===== config.mk =====
export PLATFORM = sky130hd
export DESIGN_NAME = sum_accumulator_flat
export DESIGN_NICKNAME = d
export VERILOG_FILES = /design/src/rtl/sum_accumulator_if.sv /design/src/rtl/sum_accumulator.sv /design/src/flat_wrapper.sv
export SDC_FILE = /design/constraint.sdc
export NUM_CORES = 1
export LEC_CHECK = 0
export BUFFER_PORTS_ARGS = -buffer_cell sky130_fd_sc_hd__buf_2
export CAP_MARGIN = 15
export CORE_MARGIN = 3
export CORE_UTILIZATION = 30
export CTS_BUF_LIST = sky130_fd_sc_hd__clkbuf_4 sky130_fd_sc_hd__clkbuf_8
export DETAILED_ROUTE_END_ITERATION = 16
export GPL_TIMING_DRIVEN = 0
export PLACE_DENSITY_LB_ADDON = 0.08
export SYNTH_ARGS = -nofsm -noshare
export SYNTH_HDL_FRONTEND = slang
export SYNTH_SLANG_ARGS = --single-unit
export TNS_END_PERCENT = 50

===== constraint.sdc =====
create_clock -name clock -period 2.5 [get_ports clock]
set_clock_uncertainty 0.15 [all_clocks]
set_input_delay 0.25 -clock clock [delete_from_list [all_inputs] [get_ports clock]]
set_output_delay 0.25 -clock clock [all_outputs]
set_load 0.05 [all_outputs]

===== src/rtl/sum_accumulator_if.sv =====
// Handshake bundle between a sum producer/frame controller and sum_accumulator.
// The master drives frame control, input beats and result acceptance; the slave is the accumulator.
interface sum_accumulator_if #(
  parameter int DATA_WIDTH = 8,
  parameter int ACC_WIDTH  = 16,
  parameter int LEN_WIDTH  = 8
);
  logic                  start;
  logic [LEN_WIDTH-1:0]  frame_len;
  logic                  in_valid;
  logic                  in_ready;
  logic [DATA_WIDTH-1:0] in_data;
  logic                  out_valid;
  logic                  out_ready;
  logic [ACC_WIDTH-1:0]  out_sum;
  logic [LEN_WIDTH-1:0]  out_count;
  logic                  out_overflow;
  logic                  busy;

  modport master (
    output start, frame_len, in_valid, in_data, out_ready,
    input  in_ready, out_valid, out_sum, out_count, out_overflow, busy
  );

  modport slave (
    input  start, frame_len, in_valid, in_data, out_ready,
    output in_ready, out_valid, out_sum, out_count, out_overflow, busy
  );
endinterface


===== src/rtl/sum_accumulator.sv =====
// Accumulates a programmed number of unsigned sums into a saturating total and
// presents one per-frame result (sum, count, overflow) over a valid/ready handshake.
module sum_accumulator #(
  parameter int DATA_WIDTH = 8,
  parameter int ACC_WIDTH  = 16,
  parameter int LEN_WIDTH  = 8
) (
  input logic                clock,
  input logic                rst_n,
  sum_accumulator_if.slave   acc_if
);

  typedef enum logic [1:0] {
    IDLE  = 2'd0,
    ACCUM = 2'd1,
    EMIT  = 2'd2
  } state_t;

  state_t                 state_q;
  logic [ACC_WIDTH-1:0]   acc_q;
  logic [LEN_WIDTH-1:0]   count_q;
  logic [LEN_WIDTH-1:0]   remaining_q;
  logic                   ovf_q;
  logic                   in_ready_q;
  logic                   out_valid_q;
  logic                   busy_q;

  logic [ACC_WIDTH-1:0]   acc_d;
  logic                   ovf_hit_d;
  logic                   ovf_d;

  // Returns {saturated_flag, value}; the extra top bit catches the carry out of the accumulator.
  function automatic logic [ACC_WIDTH:0] sat_add(
    input logic [ACC_WIDTH-1:0]  a,
    input logic [DATA_WIDTH-1:0] b
  );
    logic [ACC_WIDTH:0] wide;
    wide = {1'b0, a} + {{(ACC_WIDTH + 1 - DATA_WIDTH){1'b0}}, b};
    if (wide[ACC_WIDTH]) begin
      sat_add = {1'b1, {ACC_WIDTH{1'b1}}};
    end else begin
      sat_add = wide;
    end
  endfunction

  // Candidate accumulator value for the beat currently offered.
  always_comb begin
    {ovf_hit_d, acc_d} = sat_add(acc_q, acc_if.in_data);
    ovf_d              = ovf_q | ovf_hit_d;
  end

  // Frame control FSM; handshake flags are registered alongside the state.
  always_ff @(posedge clock or negedge rst_n) begin
    if (!rst_n) begin
      state_q     <= IDLE;
      acc_q       <= {ACC_WIDTH{1'b0}};
      count_q     <= {LEN_WIDTH{1'b0}};
      remaining_q <= {LEN_WIDTH{1'b0}};
      ovf_q       <= 1'b0;
      in_ready_q  <= 1'b0;
      out_valid_q <= 1'b0;
      busy_q      <= 1'b0;
    end else begin
      case (state_q)
        IDLE: begin
          if (acc_if.start) begin
            acc_q   <= {ACC_WIDTH{1'b0}};
            count_q <= {LEN_WIDTH{1'b0}};
            ovf_q   <= 1'b0;
            busy_q  <= 1'b1;
            if (acc_if.frame_len != {LEN_WIDTH{1'b0}}) begin
              remaining_q <= acc_if.frame_len;
              state_q     <= ACCUM;
              in_ready_q  <= 1'b1;
            end else begin
              remaining_q <= {LEN_WIDTH{1'b0}};
              state_q     <= EMIT;
              out_valid_q <= 1'b1;
            end
          end
        end
        ACCUM: begin
          if (acc_if.in_valid) begin
            acc_q       <= acc_d;
            ovf_q       <= ovf_d;
            count_q     <= count_q + LEN_WIDTH'(1);
            remaining_q <= remaining_q - LEN_WIDTH'(1);
            if (remaining_q == LEN_WIDTH'(1)) begin
              state_q     <= EMIT;
              in_ready_q  <= 1'b0;
              out_valid_q <= 1'b1;
            end
          end
        end
        EMIT: begin
          // Result registers are left intact after acceptance; the next start clears them.
          if (acc_if.out_ready) begin
            state_q     <= IDLE;
            out_valid_q <= 1'b0;
            busy_q      <= 1'b0;
          end
        end
        default: begin
          state_q     <= IDLE;
          in_ready_q  <= 1'b0;
          out_valid_q <= 1'b0;
          busy_q      <= 1'b0;
        end
      endcase
    end
  end

  assign acc_if.in_ready     = in_ready_q;
  assign acc_if.out_valid    = out_valid_q;
  assign acc_if.out_sum      = acc_q;
  assign acc_if.out_count    = count_q;
  assign acc_if.out_overflow = ovf_q;
  assign acc_if.busy         = busy_q;

endmodule

===== src/flat_wrapper.sv =====
// flat-port wrapper written by rule: the top's interface ports become plain ports
module sum_accumulator_flat 
#(
  parameter int DATA_WIDTH = 8,
  parameter int ACC_WIDTH  = 16,
  parameter int LEN_WIDTH  = 8
)
  (clock, rst_n, acc_if_start, acc_if_frame_len, acc_if_in_valid, acc_if_in_data, acc_if_out_ready, acc_if_in_ready, acc_if_out_valid, acc_if_out_sum, acc_if_out_count, acc_if_out_overflow, acc_if_busy);
  sum_accumulator_if #(.DATA_WIDTH(DATA_WIDTH), .ACC_WIDTH(ACC_WIDTH), .LEN_WIDTH(LEN_WIDTH)) acc_if_i ();
  input logic clock;
  input logic rst_n;
  input wire logic [$bits(acc_if_i.start)-1:0] acc_if_start;
  input wire logic [$bits(acc_if_i.frame_len)-1:0] acc_if_frame_len;
  input wire logic [$bits(acc_if_i.in_valid)-1:0] acc_if_in_valid;
  input wire logic [$bits(acc_if_i.in_data)-1:0] acc_if_in_data;
  input wire logic [$bits(acc_if_i.out_ready)-1:0] acc_if_out_ready;
  output wire logic [$bits(acc_if_i.in_ready)-1:0] acc_if_in_ready;
  output wire logic [$bits(acc_if_i.out_valid)-1:0] acc_if_out_valid;
  output wire logic [$bits(acc_if_i.out_sum)-1:0] acc_if_out_sum;
  output wire logic [$bits(acc_if_i.out_count)-1:0] acc_if_out_count;
  output wire logic [$bits(acc_if_i.out_overflow)-1:0] acc_if_out_overflow;
  output wire logic [$bits(acc_if_i.busy)-1:0] acc_if_busy;
  assign acc_if_i.start = acc_if_start;
  assign acc_if_i.frame_len = acc_if_frame_len;
  assign acc_if_i.in_valid = acc_if_in_valid;
  assign acc_if_i.in_data = acc_if_in_data;
  assign acc_if_i.out_ready = acc_if_out_ready;
  assign acc_if_in_ready = acc_if_i.in_ready;
  assign acc_if_out_valid = acc_if_i.out_valid;
  assign acc_if_out_sum = acc_if_i.out_sum;
  assign acc_if_out_count = acc_if_i.out_count;
  assign acc_if_out_overflow = acc_if_i.out_overflow;
  assign acc_if_busy = acc_if_i.busy;
  sum_accumulator #(.DATA_WIDTH(DATA_WIDTH), .ACC_WIDTH(ACC_WIDTH), .LEN_WIDTH(LEN_WIDTH)) u_core (.clock(clock), .rst_n(rst_n), .acc_if(acc_if_i));
endmodule

==> qor.yml <==
critical_path:
  r2r_start: "u_core.acc_if.out_sum[0]$_DFFE_PN0P_"
  cp-start-kind: "flop"
  path_class: "reg -> reg"
  ff2ff_setup_slack_ps: 140
  critPathArrivalTime_ps: 2370
  required_ps: 2510
  crit_path_max_fanout: 10
  crit_path_end_kind: "flop"
  reg2reg_to: "u_core.acc_if.out_sum[7]$_DFFE_PN0P_"
  r2r_cells: 8
worst_hold_path:
  hold_class: "in -> reg"
  holdPathEnd: "u_core.remaining_q[6]$_DFFE_PN0P_"
  hold_start: "acc_if_frame_len[6]"
  hold_depth: 3
placed_design:
  dp_cells: 386
  dp_hpwl_um: 4310
  gp_congestion: 0.823
  io_buffers: 48
  placed_cell_area_mm2: 0.00264
  pre_cts_ws_ps: -148
outcome:
  status: "finished clean"
cells_and_area:
  final_cell_area_mm2: 0.00276
  num-nets-final: 328
  areaGrowthSynthToFinish_pct: 21.3
  fin_util_pct: 37.9
  instances_no_fill: 395
  antennaDiodeCount: 0
  drive_above_1_share_pct: 27.4
sta:
  fin_hold_ws_ps: 28.2
  layout_setup_ws_ps: 140
  hold_viol: 0
  final_max_slew_viol_count: 0
  max-slew-margin-rel_pct: 40.2
  period_share_pct: 94.4
  max_slew.worst_pin.slew_ps: 897
  fmax_mhz: 424
  final.min_clock_period_ps: 2360
  setup_violations: 0
  rsz0062_at_grt: "false"
power_and_ir_drop:
  p_leak_uw: 0.00127
  irDropWorstVdd_mv: 0.374
  p_per_area_mw_per_mm2: 1190
synth:
  synth-seq-cells: 38
  synth-compound-area-share_pct: 22.0
  synth_edf_count: 0
  synth-simple-area-share_pct: 21.5
  async_flop_share_pct: 100
  synth_top_area_share_pct: 41.7
  synthMuxAreaShare_pct: 0.439
  yosys-top-cells-count: "dfrtp_1 (38), nand2_1 (28), nor2_1 (19), o21ai_0 (13), ha_1 (11)"
  yosys-top-cells-area: "dfrtp_1 (42%), ha_1 (6.0%), nand2_1 (4.6%)"
  ys_warn_count: 0
  synth-main-ff-cell: "dfrtp_1"
  yosys.area.top_type: "dfrtp_1"
  ys_types: 58
  netlist_instances: 239
  synth_area_per_cell_um2: 9.53
  syn_area_mm2: 0.00228
  synthXorXnorAreaFrac_pct: 4.23
  synthAdderAreaFrac_pct: 6.92
  synth_nets: 272
  seq_area_frac_synth_pct: 41.7
  synth.most_common_cell: "dfrtp_1"
  synth_top_family_by_area: "compound AO/OA/AOI/OAI gates"
clocking:
  clock_sinks: 38
  root_buffer: "clkbuf_8"
  cts_made_buffers: 5
  clk_path_buf_depth: 2
  cts_tree: "built"
  clock_latency_ps: 290
  htree_num_levels: 2
  cts.clk_slew.worst_paths_ps: 80
die:
  core-area_mm2: 0.00729
  boundaryPins: 49
  die_height_um: 93.2
  row_count: 31
  start_util_pct: 31.2
  die_w_um: 93.2
  die_area_mm2: 0.00868
detailed_routing:
  vias_per_cell: 5.05
  firstDrtPassIters: 4
  drtIter0Drc: 110
  drt-total-wl_um: 5820
  num_vias: 1994
  drc: 0
  wl_per_cell_um: 14.7
  antenna_left: 0
global_routing:
  met1_usage_pct: 21.1
  use_met3_pct: 3.14
  track_usage_pct: 14.7
  grt_antenna_before_repair: 0
  met2_usage_pct: 22.5
  grt_pass1_vias: 1984
  top_usage_layer: "met2"
  grt_first_pass_wirelength_um: 10100
  grt-ovfl-total: 0
  grt_max_degree: 39
run:
  drv_cap: 0
power breakdown:
group	internal, µW	switching [µW]
registers	822	213
clock network	234	229
logic	617	1180
metrics by stage:
stage	power (µW)	TNS (ps)
final	3290	0
after global routing	3580	0
after CTS	3330	0
after detailed placement	2840	-1050
after global placement	2850	-733
after floorplan	2410	0
layer usage:
layer	part of all wire, %	wire, µm
met1	49	2850
met2	46	2670
met3	4.2	247
met4	1.0	59
met5	0	0
critical path, stage by stage, from the launching register on:
cell,delay [ps]
dfrtp_2,420
ha_1,220
fa_2,380
a211oi_2,270
nor2_1,110
o21a_2,270
nand3_1,140
buf_6,160
o211ai_1,100
how the worst max path moves through the flow:
stage	from	end	slack [ps]	cells after the start
global route	u_core.acc_if.out_sum[0]$_DFFE_PN0P_	u_core.acc_if.out_sum[13]$_DFFE_PN0P_	10	8
global placement	u_core.acc_if.out_sum[0]$_DFFE_PN0P_	u_core.acc_if.out_sum[13]$_DFFE_PN0P_	-120	8
CTS	u_core.acc_if.out_sum[0]$_DFFE_PN0P_	u_core.acc_if.out_sum[13]$_DFFE_PN0P_	20	8
finish	u_core.acc_if.out_sum[0]$_DFFE_PN0P_	u_core.acc_if.out_sum[7]$_DFFE_PN0P_	140	8
detailed placement	u_core.acc_if.out_sum[0]$_DFFE_PN0P_	u_core.acc_if.out_sum[7]$_DFFE_PN0P_	-150	8
floorplan	u_core.acc_if.out_sum[0]$_DFFE_PN0P_	u_core.acc_if.out_sum[13]$_DFFE_PN0P_	6	8
sequential cells by signal, summed over array words and instances, names as in the netlist:
| register | cells |
|---|---|
| u_core.acc_if.in_ready | 1 |
| u_core.acc_if.out_count | 8 |
| u_core.remaining_q | 8 |
| u_core.acc_if.busy | 1 |
| u_core.acc_if.out_sum | 16 |
| u_core.acc_if.out_overflow | 1 |
| u_core.state_q | 2 |
| u_core.acc_if.out_valid | 1 |
repair_timing:
item / in CTS / in global routing
setup buffers: 0 / 0
hold endpoints to repair: 38 / 0
hold buffers: 1 / 0
setup endpoints to repair: 10 / 11
gates cloned: 0 / 0
gates resized for setup: 3 / 2
cell type report:
| class | instances | area [µm²] |
|---|---|---|
| clock buffers | 7 | 90.1 |
| well taps | 99 | 124 |
| multi-input cells | 187 | 1260 |
| fillers | 783 | 4530 |
| plain buffers | 10 | 62.6 |
| repair buffers | 49 | 250 |
| clock inverters | 1 | 5.00 |
| flip-flops and latches | 38 | 952 |
| inverters | 4 | 15.0 |
cell usage in the layout, fill, tap and decap left out, types with 5 or more instances in the layout:
| cell type | count |
|---|---|
| clkbuf_8 | 6 |
| nand2_1 | 28 |
| a21oi_1 | 5 |
| o211ai_1 | 9 |
| dfrtp_1 | 37 |
| buf_2 | 53 |
| ha_1 | 11 |
| nor2_1 | 19 |
| o21ai_0 | 13 |
| xor2_1 | 9 |
| nand3_1 | 10 |
| nor2b_1 | 5 |
logic make-up after synthesis:
group,Yosys count
fa+ha+maj,12
flops,38
buf+inv,14
compound gates,71
xor+xnor,11
mux,1
simple gates,92
Power figures use the tool's default switching activity.
